==> src/rtl/linear_layer_start_fifo_srl.sv <==
// linear_layer_start_fifo_srl
//   Start-token FIFO between an upstream stage and a PE stage of the
//   Linear_Layer dataflow region. Tokens are stored in a write-enabled shift
//   register. The read address follows occupancy, so the oldest token is
//   always at SRL[cnt-1].
//   The head token is presented first-word fall-through on if_dout.
//   Optional sticky overflow/underflow flags: define LINEAR_LAYER_START_FIFO_ERR_EN.
module linear_layer_start_fifo_srl #(
    parameter int DATA_WIDTH = 1,
    parameter int ADDR_WIDTH = 1,
    parameter int DEPTH      = 2
) (
    input  logic                  clk,
    input  logic                  reset_n,
    input  logic                  if_write_ce,
    input  logic                  if_write,
    input  logic [DATA_WIDTH-1:0] if_din,
    output logic                  if_full_n,
    input  logic                  if_read_ce,
    input  logic                  if_read,
    output logic [DATA_WIDTH-1:0] if_dout,
    output logic                  if_empty_n
`ifdef LINEAR_LAYER_START_FIFO_ERR_EN
    ,
    output logic                  err_ovf,
    output logic                  err_udf
`endif
);

    localparam logic [ADDR_WIDTH:0] DEPTH_C = (ADDR_WIDTH + 1)'(DEPTH);
    localparam logic [ADDR_WIDTH:0] ONE_C   = (ADDR_WIDTH + 1)'(1);

    logic [ADDR_WIDTH:0]   cnt_q;
    logic [ADDR_WIDTH:0]   cnt_d;
    logic                  full_n_q;
    logic                  empty_n_q;
    logic [DATA_WIDTH-1:0] srl_q [DEPTH];
    logic                  push;
    logic                  pop;
    logic [ADDR_WIDTH:0]   addr_ext;
    logic [ADDR_WIDTH-1:0] rd_addr;

    // Accepted handshakes: qualified by the registered flags, so requests
    // against a full/empty FIFO never touch state.
    always_comb begin
        push = if_write & if_write_ce & full_n_q;
        pop  = if_read  & if_read_ce  & empty_n_q;
    end

    // Next-state occupancy; a simultaneous push and pop leaves it unchanged.
    always_comb begin
        cnt_d = cnt_q;
        unique case ({push, pop})
            2'b10:   cnt_d = cnt_q + ONE_C;
            2'b01:   cnt_d = cnt_q - ONE_C;
            default: cnt_d = cnt_q;
        endcase
    end

    // Occupancy and registered status flags, derived from next-state count.
    always_ff @(posedge clk) begin
        if (!reset_n) begin
            cnt_q     <= '0;
            full_n_q  <= 1'b1;
            empty_n_q <= 1'b0;
        end else begin
            cnt_q     <= cnt_d;
            full_n_q  <= (cnt_d != DEPTH_C);
            empty_n_q <= (cnt_d != '0);
        end
    end

    // Token storage: shift on every accepted push. Contents are not reset;
    // the push is masked during reset so a reset-cycle write is fully ignored.
    always_ff @(posedge clk) begin
        if (reset_n && push) begin
            srl_q[0] <= if_din;
            for (int i = 1; i < DEPTH; i++) begin
                srl_q[i] <= srl_q[i-1];
            end
        end
    end

    // Read address points at the oldest entry; it grows with each shift so
    // the head token stays put across later pushes.
    always_comb begin
        addr_ext = (cnt_q != '0) ? (cnt_q - ONE_C) : '0;
        rd_addr  = addr_ext[ADDR_WIDTH-1:0];
    end

    // Combinational head-of-FIFO read mux.
    always_comb begin
        if_dout = srl_q[0];
        for (int i = 1; i < DEPTH; i++) begin
            if (rd_addr == ADDR_WIDTH'(i)) begin
                if_dout = srl_q[i];
            end
        end
    end

    assign if_full_n  = full_n_q;
    assign if_empty_n = empty_n_q;

`ifdef LINEAR_LAYER_START_FIFO_ERR_EN
    logic err_ovf_q;
    logic err_udf_q;

    // Sticky flags for requests dropped against a full or empty FIFO.
    always_ff @(posedge clk) begin
        if (!reset_n) begin
            err_ovf_q <= 1'b0;
            err_udf_q <= 1'b0;
        end else begin
            if (if_write & if_write_ce & ~full_n_q) begin
                err_ovf_q <= 1'b1;
            end
            if (if_read & if_read_ce & ~empty_n_q) begin
                err_udf_q <= 1'b1;
            end
        end
    end

    assign err_ovf = err_ovf_q;
    assign err_udf = err_udf_q;
`endif

endmodule

==> config.mk <==
export PLATFORM = sky130hd
export DESIGN_NAME = linear_layer_start_fifo_srl
export DESIGN_NICKNAME = d
export VERILOG_FILES = /design/src/rtl/linear_layer_start_fifo_srl.sv
export SDC_FILE = /design/constraint.sdc
export NUM_CORES = 1
export LEC_CHECK = 0
export BUFFER_PORTS_ARGS = -buffer_cell sky130_fd_sc_hd__buf_2
export CAP_MARGIN = 5
export CORE_AREA = 2 2 39 41
export DETAILED_ROUTE_END_ITERATION = 8
export DIE_AREA = 0 0 41 43
export PLACE_DENSITY_LB_ADDON = 0.3
export SLEW_MARGIN = 20
export SYNTH_ARGS = -nofsm -noshare
export SYNTH_HDL_FRONTEND = slang
export SYNTH_SLANG_ARGS = --single-unit
export TNS_END_PERCENT = 100
==> constraint.sdc <==
create_clock -name clk -period 3.15 [get_ports clk]
set_input_delay 0.1575 -clock clk [delete_from_list [all_inputs] [get_ports clk]]
set_output_delay 0.1575 -clock clk [all_outputs]
set_load 0.05 [all_outputs]
* Word level (Yosys, flattened, before mapping)
Memories as Yosys holds them, arrays and structs flattened.
Index checks and enable logic that the tools add are counted.
** Cells by class
- $add $sub $neg :: 2
- Equal/unequal tests :: 3
- Muxes and demuxes :: 5
- Bitwise operators :: 4
- Reduce and logical (&&, ||, !) cells :: 3
** Operator list (number)
- bitwise AND 1 bit :: 4
- two-way mux 1 bit :: 4
- one-hot mux 2 bit (2 select lines) :: 1
- nonzero test 2 bit :: 2
- adder 2 x 1 -> 2 bit, second input constant :: 1
- equality test 2 x 1 -> 1 bit, second input constant :: 1
- equality test 2 bit, second input constant :: 1
- inequality test 2 bit, second input constant :: 1
- subtractor 2 x 1 -> 2 bit, second input constant :: 1
- logical AND 1 bit :: 1
** Word-level totals
- Bits in registers :: 4
- Bits in writable memories :: 2
- Output and inout port bits :: 3
- Memories kept :: 1
** Memories
- srl_q :: depth 2, bits a word 1, read ports 2, clocked after memory_dff 0, write ports 2, line 37 : logic [DATA_WIDTH-1:0] srl_q [DEPTH];

* Longest topological paths before layout
Gate-level depths: netlist of the first run.
- Word-level depth :: 5
- Mapped depth :: 6
- Depth with buffers taken out :: 6

* Least setup slack after synthesis of the first run
Ideal clock, no wire load.
- Path kind :: register -> register
- Start point :: register full_n_q (netlist: if_full_n)
- End point :: register empty_n_q (netlist: if_empty_n)
- Setup time :: 70 ps
- Arrival :: 1697 ps
- Slack :: 1383 ps
- Cell stages (with the launch flop) :: 7
- Path buffers :: 0
- Period minus slack after synthesis :: 1767 ps
- Cell sequence :: dfxtp_1 > and3_1 > inv_1 > ha_1 > o21bai_1 > mux2_2 > o21bai_1
** On the way
- Longest elaborated chain between the ends :: 4
- Elaborated cells on any way between the ends :: 5
- Those cells by class :: eq/ne (2); mux (1); bitwise (1); reduce/logical (1)
** RTL lines
- from (decl) :: line 35 : logic full_n_q;
- from (signal assigned) :: line 68 : full_n_q <= (cnt_d != DEPTH_C);
- bitwise AND 1 bit * :: line 46 : push = if_write & if_write_ce & full_n_q;
- equality test 2 x 1 -> 1 bit or equality test 2 bit (tied branches) :: line 53 : unique case ({push, pop})
- one-hot mux 2 bit (2 select lines) * :: line 53
- nonzero test 2 bit * :: line 69 : empty_n_q <= (cnt_d != '0);
- to (signal assigned) :: line 69
- to (decl) :: line 36 : logic empty_n_q;
Every way passes the cells marked *; elsewhere a longest branch is shown, timed or not.
A chain may end at the register's enable or synchronous reset.

* Final worst setup path of the first run
- Start point :: register cnt_q[0]
- End point :: output if_dout
** On the way
- Longest elaborated chain between the ends :: 3
- Elaborated cells on any way between the ends :: 4
- Those cells by class :: add/sub (1); mux (2); reduce/logical (1)
** RTL lines
- from (decl) :: line 33 : logic [ADDR_WIDTH:0] cnt_q;
- from (signal assigned) :: line 67 : cnt_q <= cnt_d;
- subtractor 2 x 1 -> 2 bit or nonzero test 2 bit (tied branches) :: line 87 : addr_ext = (cnt_q != '0) ? (cnt_q - ONE_C) : '0;
- two-way mux 1 bit * :: line 87
- two-way mux 1 bit * :: line 95 : if (rd_addr == ADDR_WIDTH'(i)) begin
- to (decl) :: line 21 : output logic [DATA_WIDTH-1:0] if_dout,
Marks and branches as above.

==> flow_metrics.py, run 1 <==
metrics = {
    "sta": {
        "worst_pin_slew_ns": 0.250,
        "drv_slew": 0,
        "finalWorstSetupSlack_ns": 1.69,
        "maxSlewHeadroom_pct": 83.5,
        "rsz0062_at_grt": "no",
        "finalCritPeriodShare_pct": 46.3,
        "clock_skew_ns": 0.00508,
        "fmax_ghz": 0.686,
        "min_period_ns": 1.46,
        "hold_viol_final": 0,
        "setup_tns_ns": 0,
        "final-setup-viol-count": 0,
    },
    "floorplanning": {
        "die_h_um": 43,
        "fp-row-count": 14,
        "ioPinCount": 10,
        "dieWidth_um": 41,
        "die_area_um2": 1760,
        "initial_core_util_pct": 20.7,
        "core_um2": 1380,
    },
    "critical_path": {
        "setup.worst_path.end_class": "output pin",
        "required_ns": 2.99,
        "crit_type": "reg2out",
        "crit_start": "cnt_q[0]",
        "timing.rr.start": "if_full_n",
        "path_depth": 4,
        "crit_fanout": 2,
        "slowest_delay_ns": 0.32,
        "start_kind": "register",
        "crit_family": "multiplexers",
        "reg2reg_depth": 6,
        "timing.rr.end": "if_empty_n",
        "cp_cell_sequence": "inv_1, ha_1, mux2_2, buf_2",
        "path_buf_inv": 2,
        "worstSetupEndpoint": "if_dout",
        "crit_slowest_cell": "mux2_2",
        "cp.arrival_ns": 1.30,
        "r2r_slack_ns": 1.70,
    },
    "global_route": {
        "grt_use_total_pct": 6.54,
        "gr-max-usage-layer": "met2",
        "met3_usage_pct": 4.71,
        "grt_max_degree": 5,
        "overflow": 0,
        "grt_pass1_vias": 217,
        "use_met2_pct": 8.44,
        "antenna_found_initial": 0,
        "met1_usage_pct": 6.47,
        "grt_pass1_wl_um": 724,
    },
    "placed_design": {
        "port_buffers": 9,
        "dpl.hpwl_um": 358,
        "pre_cts_ws_ns": 1.69,
        "finalWeightedCongestion": 0.695,
        "placed_area_um2": 352,
    },
    "logic_synthesis": {
        "syn_area_um2": 287,
        "postSynthCellCount": 26,
        "yosysTopAreaCell": "dfxtp_1",
        "avgSynthCellArea_um2": 11.0,
        "syn_nets": 36,
        "seq_area_frac_synth_pct": 48.9,
        "ys_warn_count": 0,
        "synth_area_leaders": "dfxtp_1 28%, edfxtp_1 21%, ha_1 13%, mux2_2 7.9%, inv_1 6.6%",
        "ys_seq_elements": 6,
        "synth_cell_types": 12,
        "netlist.area_leader.share_pct": 27.9,
    },
    "final_layout": {
        "fin_util_pct": 27.3,
        "area_growth_pct": 31.9,
        "layout.nets": 50,
        "seq_area_um2": 140,
        "postLayoutCellArea_um2": 378,
        "antenna_cells": 0,
        "final_layout_size_suffix_gt1_share_pct": 38.5,
        "fillers": 155,
        "multiInputGateArea_um2": 128,
    },
    "cts": {
        "clock_path_buffers": 2,
        "clkLatencyLatePin_ns": 0.24,
        "clkTransAtPathRegs_ns": 0.05,
        "root_buffer": "clkbuf_4",
        "cts_tree": "built",
        "postCtsSetupBuffers": 0,
        "post_cts_resized": 0,
        "cts.sinks": 6,
        "htreeDepth": 1,
        "ctsHoldBuffers": 0,
        "cts_buffers": 3,
    },
    "pwr": {
        "p_leak_nw": 0.183,
        "p_per_area_nw_per_um2": 554,
        "vdd_ir_drop_max_mv": 0.218,
    },
    "status": {
        "outcome": "finished clean",
    },
    "routing": {
        "vias": 214,
        "drt_iter0_drc": 1,
        "wl_per_cell_um": 7.51,
        "drtAntennaViolNets": 0,
        "wirelength_um": 413,
        "drc_errors": 0,
        "drtPass1Iterations": 4,
        "viasPerCell": 3.89,
    },
    "run": {
        "max-cap-violations": 0,
    },
    "worst_hold_path": {
        "hold_class": "in2reg",
    },
}
synthesized netlist by cell type, drive strengths merged:
master and count:
inv 5, dfxtp 4, ha 3, and3 2, edfxtp 2, mux2 2, nor2 2, o21bai 2
a211oi 1, mux2i 1, nand2 1, nor2b 1
layout by cell type (no fill, tap or decap):
cell type	count
buf_2	9
inv_1	5
dfxtp_1	4
ha_1	3
clkbuf_4	3
and3_1	2
nor2_1	2
mux2_2	2
o21bai_1	2
edfxtp_1	2
mux2i_1	1
nor2b_1	1
a211oi_2	1
nand2_1	1
clkbuf_1	1
where the power goes:
| part | internal (mW) | total, mW | leakage, nW | switching [mW] |
|---|---|---|---|---|
| Sequential | 0.0867 | 0.0892 | 0.0512 | 0.00250 |
| Combinational | 0.0168 | 0.0458 | 0.117 | 0.0291 |
| Clock | 0.0479 | 0.0741 | 0.0150 | 0.0262 |
| Total | 0.151 | 0.209 | 0.183 | 0.0578 |
cells by family after synthesis:
kind of cell,after synthesis,synth area share (%)
DFF,6,48.9
muxes,3,11.4
adders and majority gates,3,13.1
AOI/OAI and AO/OA,3,9.60
buffers and inverters,5,6.55
and+or+nand+nor,6,10.5
routing by layer:
layer  up-vias  wire length, um
met4         0                0
met2         4              229
met1        97              166
li1        113                -
met3         0               17
met5         -                0
how the worst min path moves through the flow:
stage,start,endpoint,cells after the start
final,if_din,srl_q[0][0],1
after global routing,if_din,srl_q[0][0],1
after CTS,if_din,srl_q[0][0],1
after detailed placement,if_din,srl_q[0][0],1
after global placement,if_din,srl_q[0][0],1
after floorplan,if_din,srl_q[0][0],0
worst register-to-register path: stages (launching register included):
cell and delay (ns):
dfxtp_1 0.31, and3_1 0.17, inv_1 0.06, ha_1 0.29, o21bai_1 0.16, mux2_2 0.29
o21bai_1 0.11
final cells by class:
cell class | instances | area share (%)
multi-input combinational | 15 | 33.8
clock buffer | 4 | 6.95
inverter | 5 | 4.97
sequential | 6 | 37.1
tap | 16 | 5.30
timing repair buffer | 9 | 11.9
through the flow:
stage	hold WS (ns)	cells	power, mW
2_1_floorplan	0.256	26	0.126
3_3_place_gp	0.335	51	0.137
3_5_place_dp	0.339	51	0.137
4_1_cts	0.0796	55	0.215
5_1_grt	0.0713	55	0.226
6_report	0.0898	55	0.209
sequential cells by signal (all words and copies together), names as in the netlist:
register    cells
cnt_q           2
if_empty_n      1
if_full_n       1
srl_q           2
(Power assumes the default switching activity.)
==> run 2, diff against run 1 <==
Settings changed: ABC_AREA from default to 1.
Clock period 3.15 ns to 1.2 ns, I/O delays scaled along.
==> flow_metrics.py, run 2 <==
metrics = {
    "logic_synthesis": {
        "postSynthCellCount": 42,
        "synthFlopType": "dfxtp_1",
        "ys_warn_count": 0,
        "netlist.area_leader.share_pct": 25.3,
        "syn_area_um2": 317,
        "synth_cell_types": 11,
        "synthArstFlopShare_pct": 0,
        "syn_nets": 52,
        "avgSynthCellArea_um2": 7.54,
        "synth_area_leaders": "dfxtp_1 25%, edfxtp_1 19%, nand2_1 13%, ha_1 12%, inv_1 11%",
        "synth_commonest_cells": "11 x nand2_1, 9 x inv_1, 6 x nor2_1",
        "ys_seq_elements": 6,
        "yosysTopAreaCell": "dfxtp_1",
        "seq_area_frac_synth_pct": 44.3,
        "synth_edf_count": 2,
        "yosysMostFrequentCell": "nand2_1",
    },
    "pwr": {
        "totalPowerFinal_mw": 0.652,
        "p_per_area_nw_per_um2": 1230,
        "vdd_ir_drop_max_mv": 0.398,
        "p_leak_nw": 0.247,
    },
    "cts": {
        "clock_path_buffers": 2,
        "cts_tree": "built",
        "clkLatencyLatePin_ns": 0.26,
        "root_buffer": "clkbuf_4",
        "clkTransAtPathRegs_ns": 0.04,
        "cts.sinks": 6,
        "htreeDepth": 1,
        "cts_buffers": 3,
    },
    "critical_path": {
        "slowest_delay_ns": 0.32,
        "crit_fanout": 2,
        "crit_slowest_cell": "dfxtp_2",
        "crit_family": "flip-flops",
        "cp.arrival_ns": 1.21,
        "path_buf_inv": 2,
        "required_ns": 1.14,
        "crit_type": "reg2out",
        "setup.worst_path.end_class": "output pin",
        "start_kind": "register",
        "cp_cell_sequence": "inv_2, ha_4, mux2_4, buf_8",
    },
    "status": {
        "failed_checks": "negative setup slack",
        "outcome": "finished, violations left",
    },
    "routing": {
        "vias": 309,
        "drt_iter0_drc": 9,
        "drtPass1Iterations": 4,
        "wl_per_cell_um": 9.97,
        "wirelength_um": 728,
        "drtAntennaViolNets": 0,
        "viasPerCell": 4.23,
        "drc_errors": 0,
    },
    "placed_design": {
        "port_buffers": 9,
        "dpl.hpwl_um": 480,
        "place_inst": 67,
        "finalWeightedCongestion": 0.735,
        "placed_area_um2": 419,
    },
    "final_layout": {
        "fillers": 153,
        "final_cell_mix": "10 x nand2_1, 8 x buf_2, 6 x inv_1",
        "biggestRegsByFlops": "cnt_q (2), srl_q (2)",
        "area_growth_pct": 68.0,
        "final_common_cell": "nand2_1",
        "final_layout_size_suffix_gt1_share_pct": 54.4,
        "fin_cells": 73,
        "postLayoutCellArea_um2": 532,
        "antenna_cells": 0,
        "layout.nets": 68,
        "fin_util_pct": 38.4,
    },
    "floorplanning": {
        "ioPinCount": 10,
        "initial_core_util_pct": 22.9,
        "fp-row-count": 14,
        "dieWidth_um": 41,
        "die_area_um2": 1760,
        "die_h_um": 43,
        "core_um2": 1380,
    },
    "global_route": {
        "grt_use_total_pct": 9.45,
        "overflow": 0,
        "grt_pass1_wl_um": 972,
        "grt_pass1_vias": 269,
        "antenna_found_initial": 0,
        "grt_max_degree": 5,
    },
    "sta": {
        "final-setup-viol-count": 1,
        "fmax_ghz": 0.786,
        "min_period_ns": 1.27,
        "maxSlewHeadroom_pct": 83.7,
        "finalWorstSetupSlack_ns": -0.0718,
        "hold_viol_final": 0,
        "finalCritPeriodShare_pct": 106,
        "rsz0062_at_grt": "yes",
        "worst_pin_slew_ns": 0.246,
        "drv_slew": 0,
        "clock_skew_ns": 0.0135,
    },
    "run": {
        "max-cap-violations": 0,
    },
    "worst_hold_path": {
        "hold_class": "in2reg",
    },
}
[run 2: final cells by class]
| type | count | area (um2) | share of cell area, % |
|---|---|---|---|
| Multi-Input combinational cell | 26 | 223 | 41.9 |
| Sequential cell | 6 | 150 | 28.2 |
| Timing Repair Buffer | 11 | 72.6 | 13.6 |
| Inverter | 10 | 40.0 | 7.53 |
| Clock buffer | 4 | 26.3 | 4.94 |
| Tap cell | 16 | 20.0 | 3.76 |
[run 2: path summary, 6_finish.rpt]
check	endpoint	slack, ns	depth (start not counted)	start
hold / removal	cnt_q[0]	0.06	3	reset_n
hold reg to reg	srl_q[0][1]	0.47	0	srl_q[0][0]
setup reg to reg	if_full_n	0.02	8	if_empty_n
setup / recovery	if_dout	-0.07	4	cnt_q[0]
[run 2: repair_timing]
item / in CTS / in global routing
pin swaps: 1 / 8
hold endpoints to repair: 1 / 0
gates cloned: 0 / 0
endpoints found under the setup margin: 1 / 5
hold buffers: 1 / 0
buffers inserted: 1 / 0
gates resized for setup: 9 / 10
[run 2: logic make-up after synthesis]
group	synth area share, %
AO/OA/AOI/OAI	1.58
adder cells (fa/ha/maj)	11.9
buffers and inverters	11.9
flip-flops	44.3
multiplexers	3.56
AND/OR/NAND/NOR	26.9
[run 2: per-layer routing]
layer | part of all wire [%] | vias up | global-route usage [%]
li1 | - | 156 | -
met1 | 36 | 138 | 6.77
met2 | 53 | 12 | 14.4
met3 | 8.7 | 3 | 7.85
met4 | 2.3 | 0 | 8.00
met5 | 0 | - | 0
[run 2: report_power, final]
| part | leakage (nW) | internal (mW) | switching [mW] |
|---|---|---|---|
| registers | 0.0527 | 0.230 | 0.0157 |
| clock network | 0.0150 | 0.127 | 0.0881 |
| logic | 0.179 | 0.0774 | 0.113 |
| total | 0.247 | 0.435 | 0.217 |
[run 2: through the flow]
step,hold WS (ns),worst slack (ns),TNS (ns)
final,0.0564,-0.0718,-0.0718
after detailed placement,0.244,0.0278,0
after global placement,0.244,0.0586,0
after global routing,0.0752,-0.109,-0.165
after CTS,0.0507,-0.0712,-0.0712
after floorplan,0.159,0.0154,0
[run 2: worst reg2reg max path: cells and delay by family, from the launching register on]
kind                       cells  cell delay (ns)
DFF                            1             0.35
and+or+nand+nor                5             0.34
adders and majority gates      1             0.28
buffers and inverters          2             0.10
==> run 3, diff against run 2 <==
Settings changed: PLACE_DENSITY_LB_ADDON 0.3 to default, RECOVER_POWER from default to 25.
==> flow_metrics.py, run 3 (synthesis gave the netlist of run 2 again) <==
metrics = {
    "sta": {
        "finalCritPeriodShare_pct": 105,
        "min_period_ns": 1.26,
        "final-setup-viol-count": 1,
        "maxSlewHeadroom_pct": 83.6,
        "finalWorstSetupSlack_ns": -0.0600,
        "worst_pin_slew_ns": 0.248,
        "fmax_ghz": 0.794,
        "hold_viol_final": 0,
        "setup_tns_ns": -0.0600,
        "rsz0062_at_grt": "yes",
        "clock_skew_ns": 0.00662,
        "drv_slew": 0,
    },
    "final_layout": {
        "final_layout_size_suffix_gt1_share_pct": 47.4,
        "biggestRegsByFlops": "cnt_q (2), srl_q (2)",
        "antenna_cells": 0,
        "fin_util_pct": 35.9,
        "final_common_cell": "nand2_1",
        "final_cell_mix": "10 x nand2_1, 8 x buf_2, 7 x inv_1",
        "fillers": 156,
        "layout.nets": 68,
        "fin_cells": 73,
        "area_growth_pct": 56.9,
    },
    "critical_path": {
        "worstSetupEndpoint": "if_dout",
        "cp_cell_sequence": "inv_2, ha_4, mux2_4, buf_8",
        "crit_slowest_cell": "dfxtp_2",
        "timing.rr.start": "if_empty_n",
        "setup.worst_path.end_class": "output pin",
        "crit_family": "flip-flops",
        "crit_start": "cnt_q[0]",
        "crit_type": "reg2out",
        "cp.arrival_ns": 1.20,
        "crit_fanout": 2,
        "start_kind": "register",
        "path_depth": 4,
        "path_buf_inv": 2,
        "r2r_slack_ns": 0.08,
        "timing.rr.end": "if_full_n",
        "reg2reg_depth": 8,
        "required_ns": 1.14,
        "slowest_delay_ns": 0.32,
    },
    "cts": {
        "clkTransAtPathRegs_ns": 0.04,
        "clkLatencyLatePin_ns": 0.24,
        "cts_tree": "built",
        "cts.sinks": 6,
        "clock_path_buffers": 2,
        "cts_buffers": 3,
        "root_buffer": "clkbuf_4",
        "htreeDepth": 1,
    },
    "routing": {
        "wl_per_cell_um": 8.04,
        "drtPass1Iterations": 1,
        "drt_iter0_drc": 0,
        "drtAntennaViolNets": 0,
        "viasPerCell": 4.03,
        "drc_errors": 0,
        "wirelength_um": 587,
        "vias": 294,
    },
    "placed_design": {
        "finalWeightedCongestion": 0.740,
        "dpl.hpwl_um": 466,
        "place_inst": 67,
        "port_buffers": 9,
        "pre_cts_ws_ns": 0.0595,
    },
    "pwr": {
        "p_leak_nw": 0.246,
        "switchingPower_mw": 0.187,
        "p_per_area_nw_per_um2": 1230,
        "pwr-share-seq_pct": 39.7,
        "power_frac_comb_pct": 27.9,
        "vdd_ir_drop_max_mv": 0.688,
        "pwr-share-clk_pct": 32.4,
        "swShare_pct": 30.4,
        "p_int_mw": 0.426,
        "totalPowerFinal_mw": 0.613,
    },
    "global_route": {
        "grt_max_degree": 5,
        "antenna_found_initial": 0,
        "grt_pass1_wl_um": 931,
        "grt_use_total_pct": 8.64,
        "overflow": 0,
        "grt_pass1_vias": 260,
    },
    "floorplanning": {
        "die_h_um": 43,
        "dieWidth_um": 41,
        "core_um2": 1380,
        "fp-row-count": 14,
        "die_area_um2": 1760,
        "initial_core_util_pct": 22.9,
        "ioPinCount": 10,
    },
    "worst_hold_path": {
        "hold_class": "in2reg",
    },
    "status": {
        "outcome": "finished, violations left",
        "failed_checks": "negative setup slack",
    },
    "run": {
        "max-cap-violations": 0,
    },
}
-- run 3: worst register-to-register path: stages, from the launching register on --
cell and delay (ns):
dfxtp_4 0.34, nand3_2 0.08, inv_2 0.05, ha_4 0.28
inv_4 0.04, nand2_1 0.05, nor2_1 0.04, nor2_2 0.09
nand2_1 0.05
-- run 3: per-layer routing --
layer | GRT usage, % | part of all wire, % | vias up
met5 | 0 | 0 | -
met4 | 2.00 | 1.7 | 0
met3 | 7.85 | 7.2 | 2
met2 | 13.8 | 53 | 6
met1 | 7.74 | 38 | 129
li1 | - | - | 157
-- run 3: final cells by class --
type	count	area, um2	share of cell area (%)
timing repair buffer	11	72.6	14.6
inverter	10	40.0	8.06
tap	16	20.0	4.03
clock buffer	4	26.3	5.29
sequential	6	150	30.2
multi-input combinational	26	188	37.8
-- run 3: power by group through the flow --
stage / combinational, mW / clock, mW / sequential (mW)
floorplan: 0.0797 / 0 / 0.274
global placement: 0.144 / 0 / 0.244
detailed placement: 0.146 / 0 / 0.244
CTS: 0.167 / 0.213 / 0.243
global route: 0.189 / 0.222 / 0.245
finish: 0.171 / 0.199 / 0.243
-- run 3: through the flow --
step	cell area, um2	hold slack, ns
after CTS	492	0.0546
after floorplan	354	0.159
after detailed placement	419	0.242
after global placement	419	0.242
final	497	0.0506
after global routing	497	0.0701
-- run 3: timing repair --
item / 4_1_cts / 5_1_grt
cloned: 0 / 0
pin swaps: 1 / 0
buffers inserted: 1 / 0
endpoints found under the setup margin: 1 / 3
endpoints found under the hold margin: 1 / 0
hold buffers: 1 / 0
gates resized for setup: 9 / 2
-- run 3: worst min path at each step --
stage / start / end / slack, ns / cells after the start
floorplan: if_din / srl_q[0][0] / 0.16 / 0
global placement: if_din / srl_q[0][0] / 0.24 / 1
CTS: reset_n / if_empty_n / 0.05 / 3
detailed placement: if_din / srl_q[0][0] / 0.24 / 1
finish: reset_n / cnt_q[0] / 0.05 / 3
global route: reset_n / cnt_q[0] / 0.07 / 3
